File: src/rtl/mem_req_arbiter.sv
// mem_req_arbiter: single-outstanding memory port shared by the I-cache and the
// D-cache. It arbitrates reads, writes and miss-repair notices onto one port.
//
// Handshake semantics used throughout:
//   - Upstream requests (ic_req, dc_rreq, dc_wreq) are levels. The requester holds
//     each one until its completion pulse (ic_rvalid, dc_rvalid or dc_wack).
//   - Downstream issue strobes (raddr_valid, waddr_valid) are combinational
//     1-cycle pulses in the grant cycle. Address and data are valid only while
//     the strobe is high, and are 0 at all other times.
//   - dc_repair is a level that stays high until dc_repair_ack is sampled high.
//   - repair_resolved pulses on the cycle after that acknowledge.
module mem_req_arbiter #(
   parameter int unsigned RD_TIMEOUT = 255
) (
   input  logic         clk,
   input  logic         rst_n,
   input  logic         ic_req,
   input  logic [31:0]  ic_addr,
   output logic [31:0]  ic_rdata,
   output logic         ic_rvalid,
   input  logic         dc_rreq,
   input  logic [31:0]  dc_raddr,
   output logic [31:0]  dc_rdata,
   output logic         dc_rvalid,
   input  logic         dc_wreq,
   input  logic [31:0]  dc_waddr,
   input  logic [255:0] dc_wdata,
   input  logic [31:0]  dc_wmask,
   output logic         dc_wack,
   output logic         dc_repair,
   output logic [31:0]  dc_repair_addr,
   output logic         dc_repair_wr,
   input  logic         dc_repair_ack,
   output logic         raddr_valid,
   output logic [31:0]  raddr,
   output logic         waddr_valid,
   output logic [31:0]  waddr,
   output logic [255:0] wdata,
   output logic [31:0]  wmask,
   output logic         repair_resolved,
   input  logic [31:0]  rdata,
   input  logic         rdata_valid,
   input  logic         read_miss_repair,
   input  logic         write_miss_repair,
   input  logic [31:0]  missed_addr,
   output logic         rd_timeout_err,
   output logic [1:0]   dbg_state_o
);

   localparam logic [7:0] TMO = 8'(RD_TIMEOUT);

   typedef enum logic [1:0] {
      IDLE    = 2'd0,
      RD_WAIT = 2'd1,
      WR_DONE = 2'd2,
      REPAIR  = 2'd3
   } state_e;

   state_e       state_q, state_d;
   logic [7:0]   cnt_q, cnt_d;
   logic         rr_dc_q, rr_dc_d;        // 1: D-cache read wins the next tie
   logic         src_dc_q, src_dc_d;      // source of the read in flight
   logic         rep_pend_q, rep_pend_d;
   logic [31:0]  rep_addr_q, rep_addr_d;
   logic         rep_wr_q, rep_wr_d;
   logic         resolved_q, resolved_d;

   logic         can_grant, grant_wr, grant_rd, pick_dc;
   logic         rd_hit, rd_tmo, rd_end;

   // Grant qualification. rst_n gates the grant so that outputs stay 0
   // while reset is held.
   always_comb begin
      can_grant = rst_n && (state_q == IDLE) && !rep_pend_q;
      grant_wr  = can_grant && dc_wreq;
      grant_rd  = can_grant && !dc_wreq && (ic_req || dc_rreq);
      pick_dc   = dc_rreq && (!ic_req || rr_dc_q);
      rd_hit    = (state_q == RD_WAIT) && rdata_valid;
      rd_tmo    = (state_q == RD_WAIT) && !rdata_valid && (cnt_q == TMO);
      rd_end    = rd_hit || rd_tmo;
   end

   // State register.
   always_ff @(posedge clk or negedge rst_n) begin
      if (!rst_n) state_q <= IDLE;
      else        state_q <= state_d;
   end

   // Next-state logic. A pending repair is taken only from IDLE, and it beats
   // every grant.
   always_comb begin
      state_d = state_q;
      case (state_q)
         IDLE: begin
            if (rep_pend_q)    state_d = REPAIR;
            else if (grant_wr) state_d = WR_DONE;
            else if (grant_rd) state_d = RD_WAIT;
         end
         RD_WAIT: if (rd_end)        state_d = IDLE;
         WR_DONE:                    state_d = IDLE;
         REPAIR:  if (dc_repair_ack) state_d = IDLE;
         default:                    state_d = IDLE;
      endcase
   end

   // Datapath next-state logic: the timeout counter, round-robin pointer,
   // latched read source and repair record. A new miss pulse always
   // overwrites the repair record, and a write miss wins over a read miss.
   always_comb begin
      cnt_d      = (state_q == RD_WAIT) ? cnt_q + 8'd1 : 8'd0;
      rr_dc_d    = rr_dc_q;
      src_dc_d   = src_dc_q;
      rep_pend_d = rep_pend_q;
      rep_addr_d = rep_addr_q;
      rep_wr_d   = rep_wr_q;
      resolved_d = (state_q == REPAIR) && dc_repair_ack;
      if (grant_rd) begin
         src_dc_d = pick_dc;
         rr_dc_d  = !pick_dc;
      end
      if (write_miss_repair) begin
         rep_pend_d = 1'b1;
         rep_addr_d = missed_addr;
         rep_wr_d   = 1'b1;
      end else if (read_miss_repair) begin
         rep_pend_d = 1'b1;
         rep_addr_d = missed_addr;
         rep_wr_d   = 1'b0;
      end else if (resolved_d) begin
         rep_pend_d = 1'b0;
      end
   end

   // Datapath registers.
   always_ff @(posedge clk or negedge rst_n) begin
      if (!rst_n) begin
         cnt_q      <= 8'd0;
         rr_dc_q    <= 1'b0;
         src_dc_q   <= 1'b0;
         rep_pend_q <= 1'b0;
         rep_addr_q <= 32'd0;
         rep_wr_q   <= 1'b0;
         resolved_q <= 1'b0;
      end else begin
         cnt_q      <= cnt_d;
         rr_dc_q    <= rr_dc_d;
         src_dc_q   <= src_dc_d;
         rep_pend_q <= rep_pend_d;
         rep_addr_q <= rep_addr_d;
         rep_wr_q   <= rep_wr_d;
         resolved_q <= resolved_d;
      end
   end

   // Output decode. Read data passes straight through to the latched source,
   // and it is forced to 0 on a timeout.
   always_comb begin
      raddr_valid     = grant_rd;
      raddr           = grant_rd ? (pick_dc ? dc_raddr : ic_addr) : 32'd0;
      waddr_valid     = grant_wr;
      waddr           = grant_wr ? dc_waddr : 32'd0;
      wdata           = grant_wr ? dc_wdata : 256'd0;
      wmask           = grant_wr ? dc_wmask : 32'd0;
      ic_rvalid       = rd_end && !src_dc_q;
      dc_rvalid       = rd_end && src_dc_q;
      ic_rdata        = (rd_hit && !src_dc_q) ? rdata : 32'd0;
      dc_rdata        = (rd_hit && src_dc_q) ? rdata : 32'd0;
      rd_timeout_err  = rd_tmo;
      dc_wack         = (state_q == WR_DONE);
      dc_repair       = (state_q == REPAIR);
      dc_repair_addr  = (state_q == REPAIR) ? rep_addr_q : 32'd0;
      dc_repair_wr    = (state_q == REPAIR) && rep_wr_q;
      repair_resolved = resolved_q;
      dbg_state_o     = state_q;
   end

endmodule

File: config.mk
export PLATFORM = sky130hd
export DESIGN_NAME = mem_req_arbiter
export DESIGN_NICKNAME = d
export VERILOG_FILES = /design/src/rtl/mem_req_arbiter.sv
export SDC_FILE = /design/constraint.sdc
export NUM_CORES = 1
export LEC_CHECK = 0
export ABC_AREA = 1
export CAP_MARGIN = 10
export CORE_AREA = 2 2 357 359
export DETAILED_ROUTE_END_ITERATION = 10
export DIE_AREA = 0 0 359 361
export DONT_BUFFER_PORTS = 1
export GPL_TIMING_DRIVEN = 0
export PLACE_DENSITY_LB_ADDON = 0.2
export SYNTH_ARGS = -nofsm -noshare
export SYNTH_HDL_FRONTEND = slang
export SYNTH_SLANG_ARGS = --single-unit
File: constraint.sdc
create_clock -name clk -period 1.33 [get_ports clk]
set_input_delay 0.133 -clock clk [delete_from_list [all_inputs] [get_ports clk]]
set_output_delay 0.133 -clock clk [all_outputs]
set_load 0.005 [all_outputs]
# Word-level counts from Yosys, hierarchy flattened
# Cells that the tools add are included.
[totals]
output_inout_bits = 459
ff_bits = 47
[op_classes]
eq_ne = 7
n_reduce_logical = 28
mux = 22
add_sub_neg = 1
[ops]
columns = ["cell", "count"]
rows = [
  ["$mux W32", 9],
  ["$mux W256", 1],
  ["$logic_and A1 B1 Y1", 15],
  ["$mux W2", 5],
  ["$add A8 B1 Y8 const B", 1],
  ["$eq A8 B8 Y1 const B", 1],
  ["$mux W8", 1],
  ["$pmux W2 S4", 1],
  ["$logic_not A1 Y1", 6],
  ["$mux W1", 5],
  ["$eq A2 B2 Y1 const B", 2],
  ["$ne A4 B4 Y1 const B", 1],
  ["$logic_or A1 B1 Y1", 3],
  ["$reduce_and A3 Y1", 1],
  ["$reduce_bool A3 Y1", 1],
  ["$eq A2 B1 Y1 const B", 1],
  ["$logic_not A2 Y1", 1],
  ["$ne A2 B1 Y1 const B", 1],
  ["$ne A2 B2 Y1 const B", 1],
  ["$reduce_bool A2 Y1", 1],
]

# Depth between registers and ports, before layout
# Gate-level depths: netlist (run 1).
[depth]
depth_word = 9
mapped_depth = 8
ltp_nobuf = 8

# Least setup slack after synthesis (run 1)
# Ideal clock, no wire load.
[synth_timing]
path_type = "register to output"
startpoint = "register state_q[1] (netlist: dbg_state_o[1])"
endpoint = "output waddr[27]"
path_buffers = 2
setup_slack_ps = -33
t_arrival_ps = 1230
stages_incl_launch_ff = 8
cell_sequence = "dfrtp_1 > inv_2 > nand2_1 > nor2_1 > nand3_2 > buf_4 > buf_6 > nor2_1"
[synth_between]
elab_chain_len = 5
[synth_lines]
columns = ["element", "line", "source"]
rows = [
  ["from (decl)", "59", "state_e state_q, state_d;"],
  ["from (signal assigned)", "86", "else state_q <= state_d;"],
  ["$logic_not A2 Y1", "74", "can_grant = rst_n && (state_q == IDLE) && !rep_pend_q;"],
  ["$logic_and A1 B1 Y1 (2 in a row)", "74", ""],
  ["$logic_and A1 B1 Y1", "75", "grant_wr = can_grant && dc_wreq;"],
  ["$mux W32", "161", "waddr = grant_wr ? dc_waddr : 32'd0;"],
  ["to (decl)", "37", "output logic [31:0] waddr,"],
]
# No other way between the ends.

# Worst setup path in the final report (run 1)
[layout_timing]
startpoint = "register state_q[1] (netlist: dbg_state_o[1])"
endpoint = "output wdata[213]"
[layout_between]
elab_chain_len = 5
[layout_lines]
columns = ["element", "line", "source"]
rows = [
  ["$logic_not A2 Y1", "74", ""],
  ["$logic_and A1 B1 Y1 (2 in a row)", "74", ""],
  ["$logic_and A1 B1 Y1", "75", ""],
  ["$mux W256", "162", "wdata = grant_wr ? dc_wdata : 256'd0;"],
  ["to (decl)", "38", "output logic [255:0] wdata,"],
]
# No other way between the ends.

==> PnR_summary.wiki, run 1 <==
{| class="wikitable"
! Metric !! Value
|-
| Outcome || complete, but fails checks
|-
| Violated checks || setup timing
|-
| Time the worst path needs with I/O delays and setup || roughly 2.2 ns
|-
| First-pass iteration count of the detailed router || 4
|-
| Overall Power || 6.730 mW
|-
| Crit path buf inv count || 4
|-
| Headroom to the max-slew limit || 0.4852
|-
| DR vias || 7865
|-
| Largest stage delay, worst path || approximately 0.50 ns
|-
| Post-Syn Instances || about 1200
|-
| Pin count of the biggest net entering global routing || 48
|-
| Die Y || between 300 and 400 µm
|-
| Clk buf depth || 2
|-
| Required @ worst endpoint || 1.20 ns
|-
| Crit share post-route || 1.627
|-
| Number of global-route vias before repair || 8011
|-
| Worst VDD drop || about 550 µV
|-
| Sequential cell area fraction in the yosys report || 0.1977
|-
| Global-route wire length before repair || 94.16 mm
|-
| H-tree depth || 2
|-
| Clk root buf || clkbuf_16
|-
| Unrepaired setup endpoints after global routing || yes
|-
| Proportion of layout cells with a drive suffix above 1 || 0.3421
|-
| Aggregate routed wire length || 76.96 mm
|-
| Maximum clock skew at final layout || 0.008244 ns
|-
| Worst EP arrival || 2.03 ns
|-
| Total CTS buffers || 5
|-
| Final setup slack of the worst path || -0.8339 ns
|-
| Max capacitance violation total || 0
|-
| Mapped Avg Cell Area || roughly 4.9 µm²
|-
| FP Rows || 130
|-
| Kind of critical path || reg2out
|-
| Total gr overflow || 0
|-
| TritonCTS clock tree || done
|-
| Final Max Tran Viols || 0
|-
| Critical path's top delay family || buffers and inverters
|-
| CP most frequent cell || buf_12
|-
| Startpoint type of the worst setup path || flop
|-
| Final Net Count || 1746
|-
| Filler cells || 14833
|-
| Power per Cell Area || 585.6 nW/µm²
|-
| Standby leakage power || 5.315 nW
|-
| Iteration-0 DRC count of the detailed router || between 300 and 400
|-
| Synth Register Bits || 47
|-
| Global-route usage over all layers || 0.1118
|-
| Worst setup EP type || output port
|-
| Number of clock sinks || 47
|-
| Count of buffers inserted at the top-level ports || 0
|-
| Vias per cell || between 2 and 3
|-
| Die ar. || 129600 µm²
|-
| Slew at the pin closest to its max-slew limit || around 0.77 ns
|-
| Total instance count after detailed placement || 2869
|-
| Later-pin clock latency in the skew report || around 0.31 ns
|-
| Floorplan core area || ~130000 µm²
|-
| Syn. warnings || 0
|-
| Initial Utilization || 0.04743
|-
| Number of routed nets with antenna violations || 0
|-
| Relative area change from synthesis to final layout || 93.21%
|-
| Endpoints failing hold || 0
|-
| Achievable clock frequency || 462.1 MHz
|-
| Synthesized net count || about 1700
|-
| Cells traversed along the worst timing path || inv_2, nand2_2, nor2_4, nand3_4, buf_12, buf_12, buf_12, nor2_4
|-
| DRC || 0
|-
| Most frequent standard cell in the layout excluding fill and tap cells || inv_1
|-
| Max FO, Critical Path || 10
|-
| Final core utilization || 0.09164
|-
| Reg clk slew, reported paths || 0.07 ns
|-
| Post-route non-filler standard cell count || 2944
|-
| Tightest Hold Check Type || in2reg
|-
| Mapped Area || ~6000 µm²
|-
| Final weighted congestion of routability-driven global placement || 1.001
|-
| Die X || 359 µm
|-
| Final setup violation count || 463
|-
| Mean routed wirelength per cell || about 26 µm
|-
| Commonest non-fill, non-tap cells in the layout || inv_1, nor2_4, nor2_1, nand2_1, dfrtp_1
|-
| Post-DP HPWL || 70.65 mm
|-
| Post-synth cell types || 22
|-
| Crit-path slowest cell || dfrtp_2
|-
| Ports placed on the boundary || 916
|-
| Antenna violations before repair || 19
|}
==> cell families after synthesis <==
kind of cell    synth area share
compound gates           0.04375
fa+ha+maj               0.002103
buf+inv                   0.3504
flops                     0.1977
simple gates              0.4060
==> timing repair <==
item                                    in CTS  in global routing
hold buffers                                31                  0
endpoints found under the setup margin     462                464
resized for setup                          512                186
cloned                                       7                  3
pin swaps                                   23                 27
setup buffers                               11                 13
endpoints found under the hold margin       75                  0
==> cell type report <==
cell class	count	area [µm²]	share of cell area
Timing Repair Buffer	62	783.3	0.06815
Clock inverter	3	43.79	0.003811
Sequential cell	47	1179	0.1026
Antenna cell	5	12.51	0.001089
Clock buffer	5	125.1	0.01089
Multi-Input combinational cell	675	4800	0.4176
Inverter	433	1628	0.1416
Tap cell	1650	2064	0.1796
Buffer	64	857.1	0.07458
==> state kept, by name, summed over array words and instances, names as in the netlist <==
name             count
cnt_q                8
src_dc_q             1
repair_resolved      1
rep_addr_q          32
rep_wr_q             1
dbg_state_o          2
rr_dc_q              1
rep_pend_q           1
==> worst paths after layout <==
path	startpoint	to	slack, ns	cells past startpoint
setup / recovery	dbg_state_o[1]	wdata[213]	-0.83	8
hold / removal	missed_addr[27]	rep_addr_q[27]	0.01	2
setup reg to reg	dbg_state_o[0]	rr_dc_q	-0.23	6
hold reg to reg	cnt_q[0]	cnt_q[0]	0.46	1
max in group asynchronous	rst_n	dbg_state_o[1]	0.70	2
min in group asynchronous	rst_n	rep_addr_q[23]	0.38	2
==> report_power, final <==
part	switching (mW)	total, mW	internal, mW
Sequential	0.180	1.78	1.60
Clock	0.631	1.52	0.889
Combinational	2.36	3.43	1.07
Total	3.17	6.73	3.56
==> per-stage QoR <==
stage / hold WS, ns / setup slack [ns] / setup TNS, ns / cell area (µm²)
after detailed placement: -0.1615 / -1.507 / -369.88 / 8016
final: 0.01247 / -0.8339 / -292.67 / 11490
after global placement: -0.1608 / -1.525 / -371.97 / 8016
after CTS: 0.0001122 / -0.8521 / -322.20 / 10680
after floorplan: -0.1626 / -0.01167 / -3.189 / 5952
after global routing: 0.02421 / -0.8882 / -338.05 / 11490
==> Yosys cell counts <==
master      n  share of area
buf_6      20          0.038
inv_1     401           0.25
buf_4      15          0.019
buf_1       7         0.0044
dfrtp_1    47           0.20
nor3_1      2         0.0017
o21a_1      1         0.0013
nor2_1    465           0.29
nand4_1     1         0.0011
nand3_1    38          0.032
nand3_2     1         0.0017
clkbuf_1   12         0.0076
o21ai_0     8         0.0067
nor2_2      1         0.0011
inv_2      32          0.020
buf_2      10         0.0084
o21bai_1    1         0.0013
nor2_4      2         0.0038
a21oi_1    40          0.034
ha_1        1         0.0021
nand2_1   113          0.071
o21ai_1     1        0.00084
==> per-layer routing <==
| layer | vias to the layer above | track usage | share of wire |
|---|---|---|---|
| met4 | 14 | 0.01373 | 0.017 |
| li1 | 3420 | - | - |
| met2 | 550 | 0.1972 | 0.49 |
| met3 | 67 | 0.04401 | 0.092 |
| met5 | - | 0 | 0.0012 |
| met1 | 3814 | 0.1301 | 0.40 |
Power figures use the tool's default switching activity.
==> inputs of run 2 (changes only) <==
Settings changed: ABC_AREA 1 to unset, CORE_AREA 2 2 357 359 to 2 2 359 361, DIE_AREA 0 0 359 361 to 0 0 361 363.
==> run 2 against run 1 <==
The flow still finishes with violations (setup timing). Core utilization decreased by 1.5 points. Highest routed layer unchanged. Cell area decreased by 16%. Die area increased by 1.1%. Final cell count decreased by 16%.
==> PnR_summary.wiki, run 2 <==
{| class="wikitable"
! Metric !! Value
|-
| Outcome || complete, but fails checks
|-
| Violated checks || setup timing
|-
| Max capacitance violation total || 0 (unchanged)
|-
| Cells traversed along the worst timing path || nor3_4, and3_4, buf_12, buf_12, buf_6, and2_4
|-
| Most frequent cell after synthesis || and2_1
|-
| Kind of critical path || reg2out
|-
| Vias per cell || 2.602 (-2.6%)
|-
| Global-route wire length before repair || 93.47 mm (-0.73%)
|-
| Syn. warnings || 0 (unchanged)
|-
| Number of global-route vias before repair || 6006 (-25%)
|-
| Final setup violation count || 459 (-0.86%)
|-
| Maximum clock skew at final layout || 0.007848 ns (-0.0003953 ns)
|-
| Global-route usage over all layers || 0.1164 (+0.004655)
|-
| Mapped Area || 5355 µm² (-10%)
|-
| Flip-flop count of the largest register after layout || 32 (unchanged)
|-
| Reg clk slew, reported paths || 0.07 ns (about the same)
|-
| Pin count of the biggest net entering global routing || 48 (unchanged)
|-
| Total instance count after detailed placement || 2351 (-18%)
|-
| Power dissipated by switching net loads || 2.221 mW (-30%)
|-
| Total gr overflow || 0 (unchanged)
|-
| Cell Area, Placed || 7507 µm² (-6.4%)
|-
| Standby leakage power || 3.503 nW (-34%)
|-
| First-pass iteration count of the detailed router || 4 (unchanged)
|-
| Proportion of layout cells with a drive suffix above 1 || 0.5494 (+0.2073)
|-
| Relative area change from synthesis to final layout || 80.65%
|-
| Fraction of synthesized cell area taken by the top area cell type || 0.4509 (+0.1575)
|-
| Time the worst path needs with I/O delays and setup || 2.138 ns (-0.02636 ns)
|-
| Total CTS buffers || 5 (unchanged)
|-
| Die X || 361 µm (+0.56%)
|-
| Die Y || 363 µm (+0.55%)
|-
| Worst VDD drop || 525.8 µV (-4.3%)
|-
| Crit share post-route || 1.607 (-0.01982)
|-
| Aggregate routed wire length || 82.39 mm (+7.1%)
|-
| Slew at the pin closest to its max-slew limit || 0.7825 ns (+0.01027 ns)
|-
| Initial Utilization || 0.04216 (-0.005274)
|-
| Mapped Avg Cell Area || 7.772 µm² (+59%)
|-
| Final Max Tran Viols || 0 (unchanged)
|-
| Post-route non-filler standard cell count || 2471 (-16%)
|-
| Iteration-0 DRC count of the detailed router || 514 (+44%)
|-
| Clk root buf || clkbuf_16
|-
| Startpoint type of the worst setup path || flop
|-
| TritonCTS clock tree || done
|-
| Die ar. || 131000 µm² (+1.1%)
|-
| Endpoints failing hold || 0 (unchanged)
|-
| Worst setup EP type || output port
|-
| Fin Setup TNS || -283.40 ns (+9.269 ns)
|-
| Crit-path slowest cell || dfrtp_2
|-
| DR vias || 6429 (-18%)
|-
| Sequential Area || 1179 µm² (unchanged)
|-
| Cell types with the highest counts after synthesis || and2_1, dfrtp_1, nor2_1
|-
| Final setup slack of the worst path || -0.8075 ns (+0.02636 ns)
|-
| Floorplan core area || 127000 µm² (+1.3%)
|-
| Achievable clock frequency || 467.8 MHz (+1.2%)
|-
| Synth Register Bits || 47 (unchanged)
|-
| Commonest non-fill, non-tap cells in the layout || and2_4, and2_1, dfrtp_1, dlygate4sd3_1, and3_1
|-
| Largest stage delay, worst path || 0.47 ns (-0.03 ns)
|-
| Number of routed nets with antenna violations || 0 (unchanged)
|-
| Ports placed on the boundary || 916 (unchanged)
|-
| Number of clock sinks || 47 (unchanged)
|-
| Part of the power in combinational logic || 0.410 (-0.099)
|-
| Headroom to the max-slew limit || 0.4764 (-0.008777)
|-
| Worst EP arrival || 2.00 ns (-0.03 ns)
|-
| Number of enable-type register cells in the synthesized netlist || 0 (unchanged)
|-
| Unrepaired setup endpoints after global routing || yes
|-
| Final Net Count || 1216 (-30%)
|-
| Post-DP HPWL || 75.78 mm (+7.3%)
|-
| Tightest Hold Check Type || in2reg
|-
| H-tree depth || 2 (unchanged)
|-
| Count of buffers inserted at the top-level ports || 0 (unchanged)
|-
| Post-Syn Instances || 689 (-43%)
|-
| Switching share of power || 0.3787 (-0.09217)
|-
| Power per Cell Area || 606.3 nW/µm² (+3.5%)
|-
| Commonest register cell after synthesis || dfrtp_1
|-
| DRC || 0 (unchanged)
|-
| Antenna violations before repair || 81 (+62)
|-
| Required @ worst endpoint || 1.20 ns (about the same)
|-
| FP Rows || 131 (+0.77%)
|-
| Most area-hungry cell type in the Yosys netlist || and2_1
|-
| Part of the power in the clock network || 0.284 (+0.058)
|-
| Overall Power || 5.866 mW (-13%)
|-
| Leading post-synthesis cells by cell area || and2_1, dfrtp_1, mux2_2
|-
| Final weighted congestion of routability-driven global placement || 1.052 (+5.1%)
|-
| Filler cells || 14852 (+0.13%)
|-
| Worst slack at placement || -1.370 ns (+0.1367 ns)
|-
| Later-pin clock latency in the skew report || 0.31 ns (about the same)
|-
| Reg with most FFs || rep_addr_q
|-
| Part of the power in registers || 0.306 (+0.041)
|-
| Most frequent standard cell in the layout excluding fill and tap cells || and2_4
|-
| Share of async-settable or async-resettable flops after synthesis || 1.000 (unchanged)
|-
| Post-layout instance area || 9674 µm² (-16%)
|-
| Clk buf depth || 2 (unchanged)
|-
| Area taken by multi-input logic gates || 4512 µm² (-6.0%)
|-
| Post-synth cell types || 35 (+59%)
|-
| CP most frequent cell || buf_12
|-
| Synthesized net count || 1147 (-32%)
|-
| Mean routed wirelength per cell || 33.34 µm (+28%)
|-
| Internal power || 3.644 mW (+2.3%)
|-
| Max FO, Critical Path || 10 (unchanged)
|-
| Sequential cell area fraction in the yosys report || 0.2196 (+0.02190)
|-
| Worst hold slack || 0.03288 ns (+0.02041 ns)
|-
| Final core utilization || 0.07616 (-0.01548)
|}
-- run 2: worst max-delay path, delay by kind of cell, from the launching register on --
| kind | cells | cell delay (ns) |
|---|---|---|
| buf+inv | 3 | 0.52 |
| flops | 1 | 0.47 |
| simple gates | 3 | 0.64 |
-- run 2: cell families after synthesis --
family,after synthesis,share of synthesized area
simple gates,486,0.5470
buf+inv,70,0.08435
compound gates,50,0.07453
flops,47,0.2196
mux,32,0.06729
xor+xnor,3,0.004907
fa+ha+maj,1,0.002336
-- run 2: final timing paths --
check	from	endpoint	slack [ns]	depth (start not counted)
max in group asynchronous	rst_n	rep_addr_q[10]	0.71	2
max	dbg_state_o[0]	wdata[124]	-0.81	6
max reg2reg	dbg_state_o[1]	dbg_state_o[0]	-0.12	3
min in group asynchronous	rst_n	dbg_state_o[1]	0.35	2
min	ic_req	rr_dc_q	0.03	2
min reg2reg	cnt_q[0]	cnt_q[0]	0.47	1
-- run 2: power groups by stage --
stage / registers [mW] / clock network, mW / logic [mW]
floorplan: 1.72 / 0 / 1.27
global placement: 1.80 / 0 / 1.99
detailed placement: 1.80 / 0 / 1.98
CTS: 1.80 / 1.76 / 2.37
global route: 1.83 / 1.80 / 2.61
finish: 1.79 / 1.67 / 2.40
-- run 2: timing repair --
item | in CTS | in global routing
endpoints found under the setup margin | 471 | 495
cloned | 9 | 5
hold buffers | 38 | 0
pin swaps | 93 | 47
buffers inserted | 14 | 2
resized for setup | 469 | 88
hold endpoints to repair | 82 | 0
-- run 2: area by class of cell --
cell class,count,share of cell area
Clock buffer,6,0.01332
Tap cell,1662,0.2150
Buffer,64,0.07139
Clock inverter,2,0.006208
Antenna cell,50,0.01293
Timing Repair Buffer,65,0.09183
Sequential cell,47,0.1218
Inverter,3,0.001164
Multi-Input combinational cell,572,0.4664
-- run 2: layer usage --
metal  vias up  share of wire  track usage
li1       2424              -            -
met1      3079           0.31       0.1084
met2       722           0.51       0.2133
met3       168           0.15      0.06842
met4        36          0.035      0.03438
met5         -         0.0031            0
==> inputs of run 3 (changes only) <==
--- a/config.mk
+++ b/config.mk
@@ -7,7 +7,7 @@
 export LEC_CHECK = 0
 export CAP_MARGIN = 10
-export CORE_AREA = 2 2 359 361
+export CORE_AREA = 2 2 352 354
 export DETAILED_ROUTE_END_ITERATION = 10
-export DIE_AREA = 0 0 361 363
+export DIE_AREA = 0 0 354 356
 export DONT_BUFFER_PORTS = 1
 export GPL_TIMING_DRIVEN = 0
==> constraint.sdc (replaced) <==
create_clock -name clk -period 1.33 [get_ports clk]
set_input_delay 0.133 -clock clk [delete_from_list [all_inputs] [get_ports clk]]
set_output_delay 0.133 -clock clk [all_outputs]
set_load 0.1 [all_outputs]
==> run 3 against run 2 <==
The run still ends with setup timing left. Worst hold slack better by 0.018 ns. Global-route usage up 1.8 points. Core utilization up 1.0 points. Power up 87%. Die area down 3.8%. Sequential cell count unchanged. First-iteration DRC count down 22%. Critical path depth unchanged. Via count down 2.7%. Clock skew down 0.0016 ns. Sequential power up 17%. Critical path type unchanged. Largest power group unchanged. Combinational power rose to 3.0 times the previous value.
==> PnR_summary.wiki, run 3 (synthesis results as in run 2) <==
{| class="wikitable"
! Metric !! Value
|-
| First-pass iteration count of the detailed router || 4 (unchanged)
|-
| Met1 usage || 0.1347 (+0.02637)
|-
| Global-route wire length before repair || 102.1 mm (+9.2%)
|-
| Die Y || 356 µm (-1.9%)
|-
| Tightest Hold Check Type || in2reg
|-
| Post-route non-filler standard cell count || 2427 (-1.8%)
|-
| Count of buffers inserted at the top-level ports || 0 (unchanged)
|-
| Standby leakage power || 3.768 nW (+7.6%)
|-
| Hold Path Origin || dc_wreq
|-
| Later-pin clock latency in the skew report || 0.31 ns (about the same)
|-
| TritonCTS clock tree || done
|-
| Peak-usage layer in the global routing report || met2
|-
| Worst R2R Path Depth || 5 (+2)
|-
| Max FO, Critical Path || 11 (+1)
|-
| Time the worst path needs with I/O delays and setup || 2.583 ns (+0.4459 ns)
|-
| Outcome || complete, but fails checks
|-
| Die X || 354 µm (-1.9%)
|-
| Achievable clock frequency || 387.1 MHz (-17%)
|-
| Vias per cell || 2.577 (-0.94%)
|-
| Unrepaired setup endpoints after global routing || yes
|-
| Post-DP HPWL || 83.74 mm (+11%)
|-
| Startpoint type of the worst setup path || flop
|-
| Source of the critical timing path || dbg_state_o[1]
|-
| Reg clk slew, reported paths || 0.07 ns (about the same)
|-
| Commonest non-fill, non-tap cells in the layout || and2_4, dfrtp_1, dlygate4sd3_1, and3_4
|-
| Mean routed wirelength per cell || 37.20 µm (+12%)
|-
| Clk buf depth || 2 (unchanged)
|-
| DRC || 0 (unchanged)
|-
| Hold-critical path endpoint || dbg_state_o[1]
|-
| Headroom to the max-slew limit || 0.3993 (-0.07710)
|-
| Worst slack at placement || -2.517 ns (-1.146 ns)
|-
| Relative area change from synthesis to final layout || 98.11%
|-
| Slew at the pin closest to its max-slew limit || 0.9016 ns (+0.1192 ns)
|-
| Max capacitance violation total || 0 (unchanged)
|-
| Worst VDD drop || 830.5 µV (+58%)
|-
| Worst setup EP type || output port
|-
| Final core utilization || 0.08649 (+0.01033)
|-
| Power per Cell Area || 1035 nW/µm² (+71%)
|-
| Pin count of the biggest net entering global routing || 48 (unchanged)
|-
| Kind of critical path || reg2out
|-
| Maximum clock skew at final layout || 0.006226 ns (-0.001622 ns)
|-
| Flip-flop count of the largest register after layout || 32 (unchanged)
|-
| Die ar. || 126000 µm² (-3.8%)
|-
| Grt met3 use || 0.07012 (+0.001699)
|-
| Crit share post-route || 1.942 (+0.3353)
|-
| Total instance count after detailed placement || 2328 (-0.98%)
|-
| Met2 GRT Util || 0.2352 (+0.02184)
|-
| Worst EP arrival || 2.45 ns (+0.45 ns)
|-
| Total gr overflow || 0 (unchanged)
|-
| Iteration-0 DRC count of the detailed router || 399 (-22%)
|-
| Endpoint of the most critical register-to-register path || src_dc_q
|-
| Worst reg-to-reg setup slack || -0.54 ns (-0.42 ns)
|-
| Violated checks || setup timing
|-
| Final weighted congestion of routability-driven global placement || 1.043 (-0.86%)
|-
| Fin Setup TNS || -500.95 ns (-217.55 ns)
|-
| Reg with most FFs || rep_addr_q
|-
| DR vias || 6255 (-2.7%)
|-
| Global-route usage over all layers || 0.1341 (+0.01761)
|-
| R2R Path Start || dbg_state_o[1]
|-
| Ports placed on the boundary || 916 (unchanged)
|-
| Final Max Tran Viols || 0 (unchanged)
|-
| Number of clock sinks || 47 (unchanged)
|-
| Antenna violations before repair || 27 (-67%)
|-
| Final Net Count || 1229 (+1.1%)
|-
| Number of routed nets with antenna violations || 0 (unchanged)
|-
| Endpoints failing hold || 0 (unchanged)
|-
| FP Rows || 129 (-1.5%)
|-
| Required @ worst endpoint || 1.20 ns (about the same)
|-
| Initial Utilization || 0.04366 (+0.001499)
|-
| Final setup slack of the worst path || -1.253 ns (-0.4459 ns)
|-
| Final setup violation count || 462 (+0.65%)
|-
| Clk root buf || clkbuf_16
|-
| Floorplan core area || 122700 µm² (-3.4%)
|-
| Number of global-route vias before repair || 6144 (+2.3%)
|-
| H-tree depth || 2 (unchanged)
|-
| Proportion of layout cells with a drive suffix above 1 || 0.7915 (+0.2420)
|-
| Aggregate routed wire length || 90.29 mm (+9.6%)
|-
| Most frequent standard cell in the layout excluding fill and tap cells || and2_4
|-
| Number of cells on the worst hold path || 3 (+1)
|-
| Total CTS buffers || 5 (unchanged)
|}
-- run 3: what timing repair did --
action | in CTS | in global routing
gates cloned | 8 | 9
buffers inserted | 17 | 3
endpoints found under the setup margin | 463 | 465
gates resized for setup | 95 | 26
endpoints found under the hold margin | 84 | 0
pin swaps | 78 | 81
hold buffers | 39 | 0
-- run 3: layout make-up --
type                       count  area [µm²]
antenna                       18       45.04
multi-input combinational    572        5216
fill                       14340      112100
clock buffer                   5       125.1
sequential                    47        1185
clock inverter                 3       46.29
timing repair buffer          77        1146
tap                         1637        2048
buffer                        65       782.0
inverter                       3       15.01
-- run 3: how the worst max path moves through the flow --
stage / slack, ns / endpoint / depth (start not counted)
3_5_place_dp: -2.52 / raddr[24] / 5
5_1_grt: -1.33 / wdata[145] / 7
2_1_floorplan: -0.87 / rd_timeout_err / 3
4_1_cts: -1.31 / wdata[9] / 6
3_3_place_gp: -2.46 / raddr[24] / 5
6_report: -1.25 / wdata[249] / 6
-- run 3: per-layer routing --
| layer | wire length, µm | vias to the layer above |
|---|---|---|
| li1 | - | 2409 |
| met1 | 30590 | 3099 |
| met2 | 44260 | 634 |
| met3 | 11310 | 97 |
| met4 | 4037 | 16 |
| met5 | 103 | - |
-- run 3: power by group --
group          internal (mW)  switching [mW]
clock                  0.898           0.695
sequential              1.62           0.486
combinational           1.58            5.70
total                   4.10            6.88
-- run 3: metrics by stage --
step,cell area [µm²],hold slack [ns],total power [mW]
final,10610,0.05125,10.98
after global routing,10570,0.04498,11.39
after CTS,10270,0.03376,11.15
after detailed placement,8931,-0.1610,8.930
after global placement,8889,-0.1609,8.892
after floorplan,6840,-0.1626,7.899
-- run 3: critical path: stages, from the launching register on --
cell,delay (ns)
dfrtp_4,0.64
nor3_4,0.25
and3_4,0.25
buf_12,0.18
buf_16,0.19
buf_6,0.18
and2_4,0.41
